**config.mk**
```make
export PLATFORM = sky130hd
export DESIGN_NAME = player_a
export DESIGN_NICKNAME = d
export VERILOG_FILES = /design/src/rtl/player_a.sv
export SDC_FILE = /design/constraint.sdc
export NUM_CORES = 1
export LEC_CHECK = 0
export CORE_AREA = 2 2 88 90
export CTS_CLUSTER_SIZE = 24
export DETAILED_ROUTE_END_ITERATION = 10
export DIE_AREA = 0 0 90 92
export HOLD_SLACK_MARGIN = 0.06
export SLEW_MARGIN = 25
export SYNTH_ARGS = -nofsm -noshare
export SYNTH_HDL_FRONTEND = slang
export SYNTH_SLANG_ARGS = --single-unit
```
**constraint.sdc**
```tcl
create_clock -name clk -period 8.7 [get_ports clk]
set_input_delay 1.74 -clock clk [delete_from_list [all_inputs] [get_ports clk]]
set_output_delay 1.74 -clock clk [all_outputs]
set_load 0.03 [all_outputs]
```
**src/rtl/player_a.sv**
```systemverilog
// player_a: row player for the iterated prisoner's dilemma.
// Win-stay/lose-shift strategy with a punishment burst after repeated
// sucker payoffs, forced defection in the final rounds and a game-over stop.
// Keeps its own saturating payoff score and resolved-round count.
// Optional feature macro: PLAYER_A_FORGIVE_EN (an opponent cooperation during
// PUNISH ends the burst early).
module player_a #(
  parameter int NUM_ROUNDS     = 200,
  parameter int ENDGAME_ROUNDS = 1,
  parameter int PUNISH_LEN     = 3,
  parameter int SCORE_W        = 16
) (
  input  logic               clk,
  input  logic               reset,
  input  logic               round_valid,
  input  logic               action_B,
  output logic               action_A,
  output logic [SCORE_W-1:0] score,
  output logic [15:0]        round_count,
  output logic               game_over
);

  localparam logic [2:0] ST_COOP    = 3'd0;
  localparam logic [2:0] ST_DEFECT  = 3'd1;
  localparam logic [2:0] ST_PUNISH  = 3'd2;
  localparam logic [2:0] ST_ENDGAME = 3'd3;
  localparam logic [2:0] ST_DONE    = 3'd4;

  localparam logic [16:0] LAST_ROUND    = 17'(NUM_ROUNDS);
  localparam logic [16:0] ENDGAME_START = 17'(NUM_ROUNDS - ENDGAME_ROUNDS);
  localparam logic [3:0]  PUNISH_LOAD   = 4'(PUNISH_LEN);

`ifdef PLAYER_A_FORGIVE_EN
  localparam bit FORGIVE_EN = 1'b1;
`else
  localparam bit FORGIVE_EN = 1'b0;
`endif

  logic [2:0]         state_q, state_d;
  logic [1:0]         sucker_cnt_q, sucker_cnt_d;
  logic [3:0]         punish_cnt_q, punish_cnt_d;
  logic [SCORE_W-1:0] score_q, score_d;
  logic [15:0]        round_count_q, round_count_d;

  logic               resolve;
  logic [2:0]         payoff;
  logic [SCORE_W:0]   score_sum;
  logic [1:0]         sucker_inc;
  logic [16:0]        next_round;
  logic [2:0]         strat_state;

  // Own move and game-over flag are pure decodes of the state register,
  // so action_A never depends combinationally on action_B.
  assign action_A    = (state_q == ST_DEFECT) || (state_q == ST_PUNISH) ||
                       (state_q == ST_ENDGAME);
  assign game_over   = (state_q == ST_DONE);
  assign score       = score_q;
  assign round_count = round_count_q;

  // Round resolution: payoff, counters, strategy transition and overrides.
  always_comb begin
    // NOTE: every variable gets a hold/default value first so no path leaves
    // it unassigned; otherwise synthesis infers a latch.
    state_d       = state_q;
    sucker_cnt_d  = sucker_cnt_q;
    punish_cnt_d  = punish_cnt_q;
    score_d       = score_q;
    round_count_d = round_count_q;
    strat_state   = state_q;

    resolve = round_valid && (state_q != ST_DONE);

    case ({action_A, action_B})
      2'b00:   payoff = 3'd3;
      2'b01:   payoff = 3'd0;
      2'b10:   payoff = 3'd5;
      default: payoff = 3'd1;
    endcase

    score_sum  = {1'b0, score_q} + (SCORE_W+1)'(payoff);
    sucker_inc = (sucker_cnt_q == 2'd3) ? 2'd3 : sucker_cnt_q + 2'd1;
    next_round = {1'b0, round_count_q} + 17'd1;

    if (resolve) begin
      score_d       = score_sum[SCORE_W] ? '1 : score_sum[SCORE_W-1:0];
      round_count_d = next_round[15:0];

      // Sucker payoffs are (A=0, B=1); any opponent cooperation clears.
      if (!action_B)      sucker_cnt_d = 2'd0;
      else if (!action_A) sucker_cnt_d = sucker_inc;

      case (state_q)
        ST_COOP: begin
          if (action_B) begin
            if (sucker_inc >= 2'd2) begin
              strat_state  = ST_PUNISH;
              punish_cnt_d = PUNISH_LOAD;
            end else begin
              strat_state = ST_DEFECT;
            end
          end
        end
        ST_DEFECT: begin
          if (action_B) strat_state = ST_COOP;
        end
        ST_PUNISH: begin
          if ((FORGIVE_EN && !action_B) || (punish_cnt_q == 4'd1)) begin
            strat_state  = ST_COOP;
            sucker_cnt_d = 2'd0;
            punish_cnt_d = 4'd0;
          end else begin
            punish_cnt_d = punish_cnt_q - 4'd1;
          end
        end
        default: strat_state = state_q;
      endcase

      // Match-length overrides win over the strategy.
      if (next_round == LAST_ROUND)         state_d = ST_DONE;
      else if (next_round >= ENDGAME_START) state_d = ST_ENDGAME;
      else                                  state_d = strat_state;
    end
  end

  // State registers; reset asserts asynchronously.
  always_ff @(posedge clk or negedge reset) begin
    if (!reset) begin
      state_q       <= ST_COOP;
      sucker_cnt_q  <= 2'd0;
      punish_cnt_q  <= 4'd0;
      score_q       <= '0;
      round_count_q <= 16'd0;
    end else begin
      // NOTE: non-blocking assignments so every register samples the values
      // from before this edge, regardless of statement order.
      state_q       <= state_d;
      sucker_cnt_q  <= sucker_cnt_d;
      punish_cnt_q  <= punish_cnt_d;
      score_q       <= score_d;
      round_count_q <= round_count_d;
    end
  end

endmodule

```
==> flow_summary.json, run 1 <==
{
  "die-width_um": 90,
  "p_int_mw": 0.430,
  "status": "finished clean",
  "timing.fmax_mhz": 250,
  "total_number_of_placement_rows": 32,
  "post-route-drc-count": 0,
  "routed.top_layer": "met4",
  "p_leak_nw": 1.24,
  "detailroute.wirelength.met2_mm": 2.49,
  "clkLatencyLatePin_ps": 300,
  "p_switching_mw": 0.333,
  "placedCellCount": 393,
  "route.met3.wl_um": 173,
  "number_of_enable_flip_flop_cells_after_synthesis": 0,
  "mean_number_of_vias_per_cell": 5.04,
  "finalInstanceArea_mm2": 0.00299,
  "seq_power_share_pct": 41.8,
  "drt-total-wl_mm": 5.32,
  "grt_setup_unrepaired": "false",
  "grt_remaining_overflow": 0,
  "synth-seq-cells": 41,
  "area_of_the_multi_input_gates_mm2": 0.00135,
  "floorplan.initialDensity_pct": 33.2,
  "wire_length_of_the_first_global_routing_pass_mm": 8.85,
  "quantity_of_i_o_buffers_inserted_on_ports": 37,
  "layout_fillers": 755,
  "detail_route.wirelength.met1_mm": 2.58,
  "postRouteAntennaNets": 0,
  "timing.critical_path.slowest_cell_delay_ps": 510,
  "post-synth-top-area-cell": "sky130_fd_sc_hd__dfrtp_1",
  "yosysWarnings": 0,
  "peakVddDrop_uv": 190,
  "worst_ep_required_time_ps": 8890,
  "switching_share_pct": 43.6,
  "timing.setup.critical_path_class": "in -> reg",
  "setup_viol": 0,
  "synthesis.instances": 266,
  "synth_top_cells_by_count": "sky130_fd_sc_hd__dfrtp_1 (41), sky130_fd_sc_hd__nand2_1 (30), sky130_fd_sc_hd__nor2_1 (24)",
  "synth-async-reset-ratio_pct": 100,
  "maximum_capacitance_violations": 0,
  "drt_pass1_iterations": 4,
  "logic_depth_of_the_worst_register_to_register_path": 11,
  "worstMarginPinSlew_ps": 557,
  "tritoncts.num_buffers": 5,
  "share_clk_of_total_power_pct": 16.3,
  "ff_latch_area_mm2": 0.00103,
  "route.vias.total": 2021,
  "post_synth_instance_area_mm2": 0.00247,
  "max-slew-margin-rel_pct": 62.7,
  "postSynthNetCount": 278,
  "crit-reg2reg-launch": "state_q[1]$_DFFE_PN0P_",
  "worstPathMaxFanout": 7,
  "power.density_cell_area_mw_per_mm2": 255,
  "gp_congestion": 0.810,
  "min_period_over_period_pct": 46.0,
  "design.final.nets": 310,
  "startpoint_type": "primary input",
  "grt_pass1_vias": 1877,
  "grt_max_degree": 42,
  "die_height_um": 92,
  "tritoncts_clock_tree": "yes",
  "path_cells": "clkdlybuf4s50_1 -> nand2_1 -> ha_1 -> inv_1 -> fa_1 -> nor2b_1 -> o21ai_0 -> or2_4 -> or4_1 -> mux2_1",
  "dr.first_iter.drc_count": 124,
  "hold_class": "reg -> reg",
  "h-tree-depth": 2,
  "drive_above_1_share_pct": 7.36,
  "grt_antenna_before_repair": 0,
  "core_region_area_mm2": 0.00745,
  "synthMostInstantiatedCell": "sky130_fd_sc_hd__dfrtp_1",
  "yosys.area.top_type_share_pct": 41.5,
  "holdBufCountCts": 0,
  "final-max-slew-violation-count": 0,
  "final_period_minus_worst_setup_slack_ps": 4010,
  "finalPower_mw": 0.763,
  "netlist-cell-type-count": 60,
  "postSynthAreaPerCell_um2": 9.30,
  "grt.total_usage_pct": 13.2,
  "timing.critical_path.from": "action_B",
  "hold_viol": 0,
  "min_delay_path_depth": 1,
  "post_cts.repair.setup_buffers": 0,
  "worst-r2r-setup-slack_ps": 5780,
  "ctsLongestPathBuffers": 2,
  "synthTopCellsByArea": "sky130_fd_sc_hd__dfrtp_1 (41%), sky130_fd_sc_hd__xnor2_1 (5.7%), sky130_fd_sc_hd__nand2_1 (4.6%)",
  "dp_hpwl_mm": 3.79,
  "dieArea_mm2": 0.00828,
  "area_growth_syn_to_layout_pct": 21.0,
  "yosys_most_used_dff": "sky130_fd_sc_hd__dfrtp_1",
  "timing.critical_path.slowest_stage_cell": "sky130_fd_sc_hd__clkdlybuf4s50_1",
  "cts_repair_resize_count": 0,
  "insertedDiodeCount": 0,
  "cts_root_buffer": "sky130_fd_sc_hd__clkbuf_8",
  "clk_pin_slew_worst_paths_ps": 80,
  "critical_path.endpoint_type": "register",
  "arrival_ps": 4200,
  "fin_cells": 401,
  "combinationalPowerShare_pct": 41.8,
  "finClkSkew_ps": 9.36,
  "post_drt_wl_per_cell_um": 13.3,
  "detailed_place.area_mm2": 0.00291,
  "top_level_pins": 38,
  "synth.yosys.seq_area_share_pct": 41.5,
  "hold_path.startpoint": "punish_cnt_q[3]$_DFFE_PN0P_",
  "number_of_sinks_driven_by_the_clock_tree": 41,
  "setup_total_negative_slack_ps": 0
}
## cells in the final DEF (no fill, tap or decap), types with 2 or more instances in the layout
| cell | count |
|---|---|
| sky130_fd_sc_hd__dfrtp_1 | 41 |
| sky130_fd_sc_hd__clkdlybuf4s50_1 | 36 |
| sky130_fd_sc_hd__nand2_1 | 30 |
| sky130_fd_sc_hd__nor2_1 | 24 |
| sky130_fd_sc_hd__xnor2_1 | 16 |
| sky130_fd_sc_hd__nand3_1 | 12 |
| sky130_fd_sc_hd__inv_1 | 11 |
| sky130_fd_sc_hd__a21oi_1 | 11 |
| sky130_fd_sc_hd__o21ai_0 | 10 |
| sky130_fd_sc_hd__xor2_1 | 10 |
| sky130_fd_sc_hd__a31oi_1 | 8 |
| sky130_fd_sc_hd__ha_1 | 7 |
| sky130_fd_sc_hd__nand4_1 | 6 |
| sky130_fd_sc_hd__nor3_1 | 5 |
| sky130_fd_sc_hd__clkbuf_8 | 5 |
| sky130_fd_sc_hd__nand2b_1 | 3 |
| sky130_fd_sc_hd__and4_1 | 3 |
| sky130_fd_sc_hd__and3_1 | 3 |
| sky130_fd_sc_hd__nor4_1 | 3 |
| sky130_fd_sc_hd__o41ai_1 | 3 |
| sky130_fd_sc_hd__and2_1 | 2 |
| sky130_fd_sc_hd__nor2b_1 | 2 |
| sky130_fd_sc_hd__a21o_1 | 2 |
| sky130_fd_sc_hd__nand4_2 | 2 |
| sky130_fd_sc_hd__o211ai_1 | 2 |
| sky130_fd_sc_hd__or3_1 | 2 |
| sky130_fd_sc_hd__o32ai_1 | 2 |
| sky130_fd_sc_hd__o22ai_1 | 2 |
| sky130_fd_sc_hd__a311o_1 | 2 |
| sky130_fd_sc_hd__clkinv_2 | 2 |
## metrics by stage
step	util [%]	setup slack (ps)	hold WS (ps)
CTS	40.2	4690	485
global route	40.2	4540	522
floorplan	-	5040	439
finish	40.2	4690	487
detailed placement	39.0	4370	470
global placement	39.0	4440	465
## area by class of cell
class	instances	share of cell area, %
clock buffer	5	2.30
clock inverter	3	0.585
inverter	11	1.38
multi-input combinational	202	44.9
sequential	41	34.3
tap	102	4.26
timing repair buffer	37	12.3
## flip-flops by register name, indices dropped and copies added (netlist names)
name,count
score,16
round_count,16
punish_cnt_q,4
state_q,3
sucker_cnt_q,2
## final timing paths
kind,end
setup / recovery,score[14]$_DFFE_PN0P_
hold / removal,punish_cnt_q[3]$_DFFE_PN0P_
setup reg to reg,score[14]$_DFFE_PN0P_
hold reg to reg,punish_cnt_q[3]$_DFFE_PN0P_
max in group asynchronous,round_count[7]$_DFFE_PN0P_
min in group asynchronous,round_count[5]$_DFFE_PN0P_
## layer usage
layer | vias to the layer above | track usage (%)
met5 | - | 0
met4 | 0 | 4.74
met3 | 6 | 2.96
met2 | 33 | 21.1
met1 | 958 | 17.8
li1 | 1024 | -
## worst max-delay path, delay by kind of cell
kind / cells / cell delay, ps
compound gates: 1 / 110
fa+ha+maj: 2 / 550
buf+inv: 2 / 570
mux: 1 / 320
simple gates: 4 / 920
## logic make-up after synthesis
group,synth area share (%)
AND/OR/NAND/NOR,23.4
buffers and inverters,4.20
adder cells (fa/ha/maj),4.35
flip-flops,41.5
AO/OA/AOI/OAI,16.1
XOR/XNOR,9.20
multiplexers,1.31
## power by group through the flow
| stage | clock [mW] | sequential [mW] | combinational [mW] |
|---|---|---|---|
| floorplan | 0 | 0.358 | 0.167 |
| global placement | 0 | 0.322 | 0.316 |
| detailed placement | 0 | 0.321 | 0.321 |
| CTS | 0.130 | 0.318 | 0.323 |
| global route | 0.139 | 0.329 | 0.349 |
| finish | 0.125 | 0.319 | 0.319 |
No activity file was read; power rests on OpenSTA's default activity.
==> run 2: changes to the inputs <==
==> constraint.sdc (replaced) <==
create_clock -name clk -period 3.86 [get_ports clk]
set_input_delay 0.772 -clock clk [delete_from_list [all_inputs] [get_ports clk]]
set_output_delay 0.772 -clock clk [all_outputs]
set_load 0.03 [all_outputs]
==> run 2 against run 1 <==
Net effect: sequential power is 120% higher; sequential share of layout area decreased by 0.17 points; combinational power rose by 130%; sequential cell count unchanged; die area is the same; critical path depth stayed put; critical path type unchanged; largest cell class unchanged; highest routed layer unchanged.
==> flow_summary.json, run 2 (synthesis results as in run 1) <==
{
  "maximum_capacitance_violations": 0,
  "wire_length_of_the_first_global_routing_pass_mm": 9.19,
  "fin_util_pct": 40.4,
  "p_switching_mw": 0.728,
  "clkLatencyLatePin_ps": 280,
  "h-tree-depth": 2,
  "hold_class": "in -> async",
  "peakVddDrop_uv": 375,
  "mean_number_of_vias_per_cell": 5.11,
  "p_int_mw": 1.01,
  "fin_cells": 401,
  "power.density_cell_area_mw_per_mm2": 576,
  "design.final.nets": 310,
  "finalInstanceArea_mm2": 0.00301,
  "tritoncts.num_buffers": 5,
  "die_height_um": 92,
  "arrival_ps": 3220,
  "cts_repair_resize_count": 0,
  "max-slew-margin-rel_pct": 62.7,
  "grt_remaining_overflow": 0,
  "critical_path.endpoint_type": "register",
  "timing.fmax_mhz": 328,
  "final-max-slew-violation-count": 0,
  "quantity_of_i_o_buffers_inserted_on_ports": 37,
  "worst_ep_required_time_ps": 4030,
  "startpoint_type": "primary input",
  "gp_congestion": 0.810,
  "grt_antenna_before_repair": 0,
  "top_level_pins": 38,
  "layout.cells.most_common_list": "sky130_fd_sc_hd__dfrtp_1 (41), sky130_fd_sc_hd__clkdlybuf4s50_1 (36), sky130_fd_sc_hd__nand2_1 (30), sky130_fd_sc_hd__nor2_1 (24), sky130_fd_sc_hd__xnor2_1 (16)",
  "drive_above_1_share_pct": 7.36,
  "postRouteAntennaNets": 0,
  "drt-total-wl_mm": 5.26,
  "min_period_over_period_pct": 78.9,
  "ctsLongestPathBuffers": 2,
  "die-width_um": 90,
  "status": "finished clean",
  "share_clk_of_total_power_pct": 17.4,
  "total_number_of_placement_rows": 32,
  "dp_hpwl_mm": 3.73,
  "fin_ws_ps": 814,
  "ff_latch_area_mm2": 0.00103,
  "core_region_area_mm2": 0.00745,
  "grt.total_usage_pct": 13.3,
  "p_leak_nw": 1.25,
  "setup_total_negative_slack_ps": 0,
  "mostFrequentLayoutCell": "sky130_fd_sc_hd__dfrtp_1",
  "worstPathMaxFanout": 7,
  "timing.setup.critical_path_class": "in -> reg",
  "hold_ws_ps": 466,
  "layout_fillers": 758,
  "floorplan.initialDensity_pct": 33.2,
  "grt_max_degree": 42,
  "grt_pass1_vias": 1958,
  "holdBufCountCts": 0,
  "seq_power_share_pct": 41.2,
  "final_period_minus_worst_setup_slack_ps": 3050,
  "hold_viol": 0,
  "number_of_sinks_driven_by_the_clock_tree": 41,
  "placedCellCount": 393,
  "grt_setup_unrepaired": "false",
  "insertedDiodeCount": 0,
  "dieArea_mm2": 0.00828,
  "setup_viol": 0,
  "finClkSkew_ps": 5.51,
  "switching_share_pct": 42.0,
  "finalPower_mw": 1.73,
  "worstMarginPinSlew_ps": 556,
  "drt_pass1_iterations": 4,
  "post_drt_wl_per_cell_um": 13.1,
  "placement.setup.worst_slack_ps": 498,
  "area_of_the_multi_input_gates_mm2": 0.00135,
  "area_growth_syn_to_layout_pct": 21.6,
  "cts_root_buffer": "sky130_fd_sc_hd__clkbuf_8",
  "clk_pin_slew_worst_paths_ps": 80,
  "route.vias.total": 2050,
  "detailed_place.area_mm2": 0.00291,
  "combinationalPowerShare_pct": 41.4,
  "dr.first_iter.drc_count": 120,
  "post_cts.repair.setup_buffers": 0,
  "tritoncts_clock_tree": "yes",
  "post-route-drc-count": 0
}
## run 2: changes by cell type in the layout (fill, tap and decap cells not counted)
cell and change:
sky130_fd_sc_hd__clkbuf_8 +2, sky130_fd_sc_hd__clkinv_2 -1, sky130_fd_sc_hd__clkinvlp_4 -1
## run 2: routing by layer
metal / up-vias / wire length [um] / global-route usage [%] / share of wire, %
met2: 34 / 2470 / 21.6 / 47
met4: 0 / 70 / 5.00 / 1.3
li1: 1021 / - / - / -
met3: 6 / 144 / 2.55 / 2.7
met5: - / 0 / 0 / 0
met1: 989 / 2580 / 17.6 / 49
## run 2: worst paths after layout
| kind | endpoint | cells past startpoint | from | slack (ps) |
|---|---|---|---|---|
| worst max-delay path | score[14]$_DFFE_PN0P_ | 10 | action_B | 810 |
| worst min-delay path | score[10]$_DFFE_PN0P_ | 1 | reset | 470 |
| worst max register to register | score[14]$_DFFE_PN0P_ | 11 | state_q[1]$_DFFE_PN0P_ | 940 |
| worst min register to register | punish_cnt_q[3]$_DFFE_PN0P_ | 1 | punish_cnt_q[3]$_DFFE_PN0P_ | 480 |
| max in group asynchronous | sucker_cnt_q[0]$_DFFE_PN0P_ | 1 | reset | 3020 |
| min in group clk | punish_cnt_q[3]$_DFFE_PN0P_ | 1 | punish_cnt_q[3]$_DFFE_PN0P_ | 480 |
## run 2: power by group through the flow
stage	Sequential (mW)	Combinational, mW	Clock [mW]
floorplan	0.808	0.377	0
detailed placement	0.723	0.720	0
finish	0.715	0.718	0.302
global placement	0.725	0.713	0
CTS	0.715	0.726	0.321
global route	0.738	0.789	0.342
## run 2: final cells by class
class | count | share of cell area, %
multi-input cells | 202 | 44.7
flip-flops and latches | 41 | 34.1
repair buffers | 37 | 12.2
well taps | 102 | 4.24
clock buffers | 7 | 3.20
inverters | 11 | 1.37
clock inverters | 1 | 0.166
## run 2: critical path: stages
cell	delay, ps
sky130_fd_sc_hd__clkdlybuf4s50_1	510
sky130_fd_sc_hd__nand2_1	110
sky130_fd_sc_hd__ha_1	160
sky130_fd_sc_hd__inv_1	60
sky130_fd_sc_hd__fa_1	400
sky130_fd_sc_hd__nor2b_1	120
sky130_fd_sc_hd__o21ai_0	100
sky130_fd_sc_hd__or2_4	270
sky130_fd_sc_hd__or4_1	410
sky130_fd_sc_hd__mux2_1	320
==> run 3: changes to the inputs <==
==> constraint.sdc (replaced) <==
create_clock -name clk -period 3.06 [get_ports clk]
set_input_delay 0.612 -clock clk [delete_from_list [all_inputs] [get_ports clk]]
set_output_delay 0.612 -clock clk [all_outputs]
set_load 0.03 [all_outputs]
==> run 3 against run 2 <==
Net effect: die area unchanged; critical path depth up 1; sequential power up 25%; cell area up 3.1%; wire length up 3.4%; clock power up 73%; final cell count up 2.0%; setup slack worse by 540 ps; power up 35%; critical path type is now reg -> reg.
==> flow_summary.json, run 3 (synthesis results as in run 1) <==
{
  "top_level_pins": 38,
  "drt_pass1_iterations": 4,
  "status": "finished clean",
  "timing.critical_path.slowest_cell_delay_ps": 410,
  "gp_congestion": 0.776,
  "grt_remaining_overflow": 0,
  "seq_power_share_pct": 38.0,
  "reg2reg_to": "score[14]$_DFFE_PN0P_",
  "worstMarginPinSlew_ps": 517,
  "combinationalPowerShare_pct": 39.7,
  "quantity_of_i_o_buffers_inserted_on_ports": 37,
  "worstPathMaxFanout": 7,
  "wire_length_of_the_first_global_routing_pass_mm": 9.03,
  "maximum_capacitance_violations": 0,
  "area_growth_syn_to_layout_pct": 25.3,
  "layout_fillers": 750,
  "insertedDiodeCount": 0,
  "p_int_mw": 1.40,
  "post_drt_wl_per_cell_um": 13.3,
  "final-max-slew-violation-count": 0,
  "dr.first_iter.drc_count": 80,
  "ctsLongestPathBuffers": 2,
  "finClkSkew_ps": 11.8,
  "cts_root_buffer": "sky130_fd_sc_hd__clkbuf_8",
  "hold_class": "in -> async",
  "die_height_um": 92,
  "design.final.nets": 318,
  "startpoint_type": "register",
  "number_of_sinks_driven_by_the_clock_tree": 41,
  "grt_setup_unrepaired": "false",
  "grt_pass1_vias": 1845,
  "setup_viol": 0,
  "floorplan.initialDensity_pct": 33.2,
  "mostFrequentLayoutCell": "sky130_fd_sc_hd__dfrtp_1",
  "timing.fmax_mhz": 359,
  "critical_path.top_delay_family": "simple AND/OR/NAND/NOR gates",
  "arrival_ps": 2980,
  "switching_share_pct": 40.2,
  "cts_repair_resize_count": 0,
  "min_period_over_period_pct": 91.1,
  "hold_ws_ps": 284,
  "grt_antenna_before_repair": 0,
  "critical_path.n_buffers_inverters": 1,
  "drive_above_1_share_pct": 9.77,
  "grt_max_degree": 42,
  "route.vias.total": 2065,
  "share_clk_of_total_power_pct": 22.2,
  "area_of_the_multi_input_gates_mm2": 0.00135,
  "hold_viol": 0,
  "crit-reg2reg-launch": "state_q[0]$_DFFE_PN0P_",
  "layout.cells.most_common_list": "sky130_fd_sc_hd__dfrtp_1 (41), sky130_fd_sc_hd__clkdlybuf4s50_1 (36), sky130_fd_sc_hd__nand2_1 (30), sky130_fd_sc_hd__nor2_1 (24), sky130_fd_sc_hd__xnor2_1 (16)",
  "post_cts.repair.setup_buffers": 0,
  "post-route-drc-count": 0,
  "total_number_of_placement_rows": 32,
  "path_cells": "nor2_2 -> or2_2 -> nand2_1 -> ha_1 -> inv_1 -> fa_1 -> nor2b_1 -> o21ai_0 -> or2_4 -> or4_1 -> mux2_1",
  "clk_pin_slew_worst_paths_ps": 90,
  "critical_path.endpoint_type": "register",
  "p_switching_mw": 0.945,
  "grt.total_usage_pct": 13.2,
  "worst_ep_required_time_ps": 3250,
  "tritoncts.num_buffers": 5,
  "p_leak_nw": 1.30,
  "max-slew-margin-rel_pct": 65.2,
  "final_period_minus_worst_setup_slack_ps": 2790,
  "die-width_um": 90,
  "dieArea_mm2": 0.00828,
  "power.density_cell_area_mw_per_mm2": 757,
  "dp_hpwl_mm": 3.95,
  "timing.critical_path.slowest_stage_cell": "sky130_fd_sc_hd__dfrtp_1",
  "worst-r2r-setup-slack_ps": 270,
  "drt-total-wl_mm": 5.44,
  "setup_total_negative_slack_ps": 0,
  "ff_latch_area_mm2": 0.00103,
  "peakVddDrop_uv": 542,
  "logic_depth_of_the_worst_register_to_register_path": 11,
  "h-tree-depth": 2,
  "tritoncts_clock_tree": "yes",
  "timing.setup.critical_path_class": "reg -> reg",
  "clkLatencyLatePin_ps": 300,
  "mean_number_of_vias_per_cell": 5.05,
  "postRouteAntennaNets": 0,
  "holdBufCountCts": 0,
  "core_region_area_mm2": 0.00745
}
## run 3: cell count changes in the layout (fill, tap and decap cells not counted)
cell	before	now
sky130_fd_sc_hd__buf_4	1	9
sky130_fd_sc_hd__bufinv_16	0	2
sky130_fd_sc_hd__clkbuf_8	7	5
## run 3: area by class of cell
type	count	share of cell area, %
clock inverter	3	2.10
clock buffer	5	2.22
timing repair buffer	45	13.8
multi-input combinational	202	43.4
tap	102	4.11
inverter	11	1.33
sequential	41	33.1
## run 3: per-layer routing
| layer | GRT usage (%) | up-vias | part of all wire, % |
|---|---|---|---|
| li1 | - | 1043 | - |
| met1 | 18.7 | 978 | 50 |
| met2 | 20.4 | 38 | 46 |
| met3 | 2.47 | 6 | 3.4 |
| met4 | 4.23 | 0 | 0.90 |
| met5 | 0 | - | 0 |
## run 3: how the worst max path moves through the flow
stage,slack [ps],depth (start not counted),from,to
finish,270,11,state_q[0]$_DFFE_PN0P_,score[14]$_DFFE_PN0P_
global route,140,11,state_q[0]$_DFFE_PN0P_,score[14]$_DFFE_PN0P_
CTS,270,11,state_q[0]$_DFFE_PN0P_,score[14]$_DFFE_PN0P_
detailed placement,20,10,action_B,score[14]$_DFFE_PN0P_
global placement,40,10,action_B,score[14]$_DFFE_PN0P_
floorplan,150,12,state_q[2]$_DFFE_PN0P_,score[14]$_DFFE_PN0P_
## run 3: per-stage QoR
stage	util [%]	instance area (um2)	instances	setup WS, ps	power (mW)
6_report	41.6	3100	409	274	2.35
2_1_floorplan	-	2470	266	147	1.50
3_5_place_dp	39.8	2970	401	18.3	1.84
3_3_place_gp	39.8	2970	401	41.8	1.83
5_1_grt	41.6	3100	409	138	2.50
4_1_cts	41.6	3100	409	266	2.37
## run 3: worst reg2reg max path: stages (launching register included)
cell and delay, ps:
sky130_fd_sc_hd__dfrtp_1 410, sky130_fd_sc_hd__nor2_2 50, sky130_fd_sc_hd__or2_2 340, sky130_fd_sc_hd__nand2_1 90
sky130_fd_sc_hd__ha_1 150, sky130_fd_sc_hd__inv_1 50, sky130_fd_sc_hd__fa_1 390, sky130_fd_sc_hd__nor2b_1 120
sky130_fd_sc_hd__o21ai_0 100, sky130_fd_sc_hd__or2_4 250, sky130_fd_sc_hd__or4_1 410, sky130_fd_sc_hd__mux2_1 320
## run 3: power by group through the flow
stage          sequential [mW]  combinational [mW]  clock (mW)
4_1_cts                  0.893               0.943       0.534
2_1_floorplan             1.02               0.476           0
5_1_grt                  0.926                1.02       0.555
3_3_place_gp             0.899               0.932           0
6_report                 0.893               0.934       0.522
3_5_place_dp             0.904               0.937           0
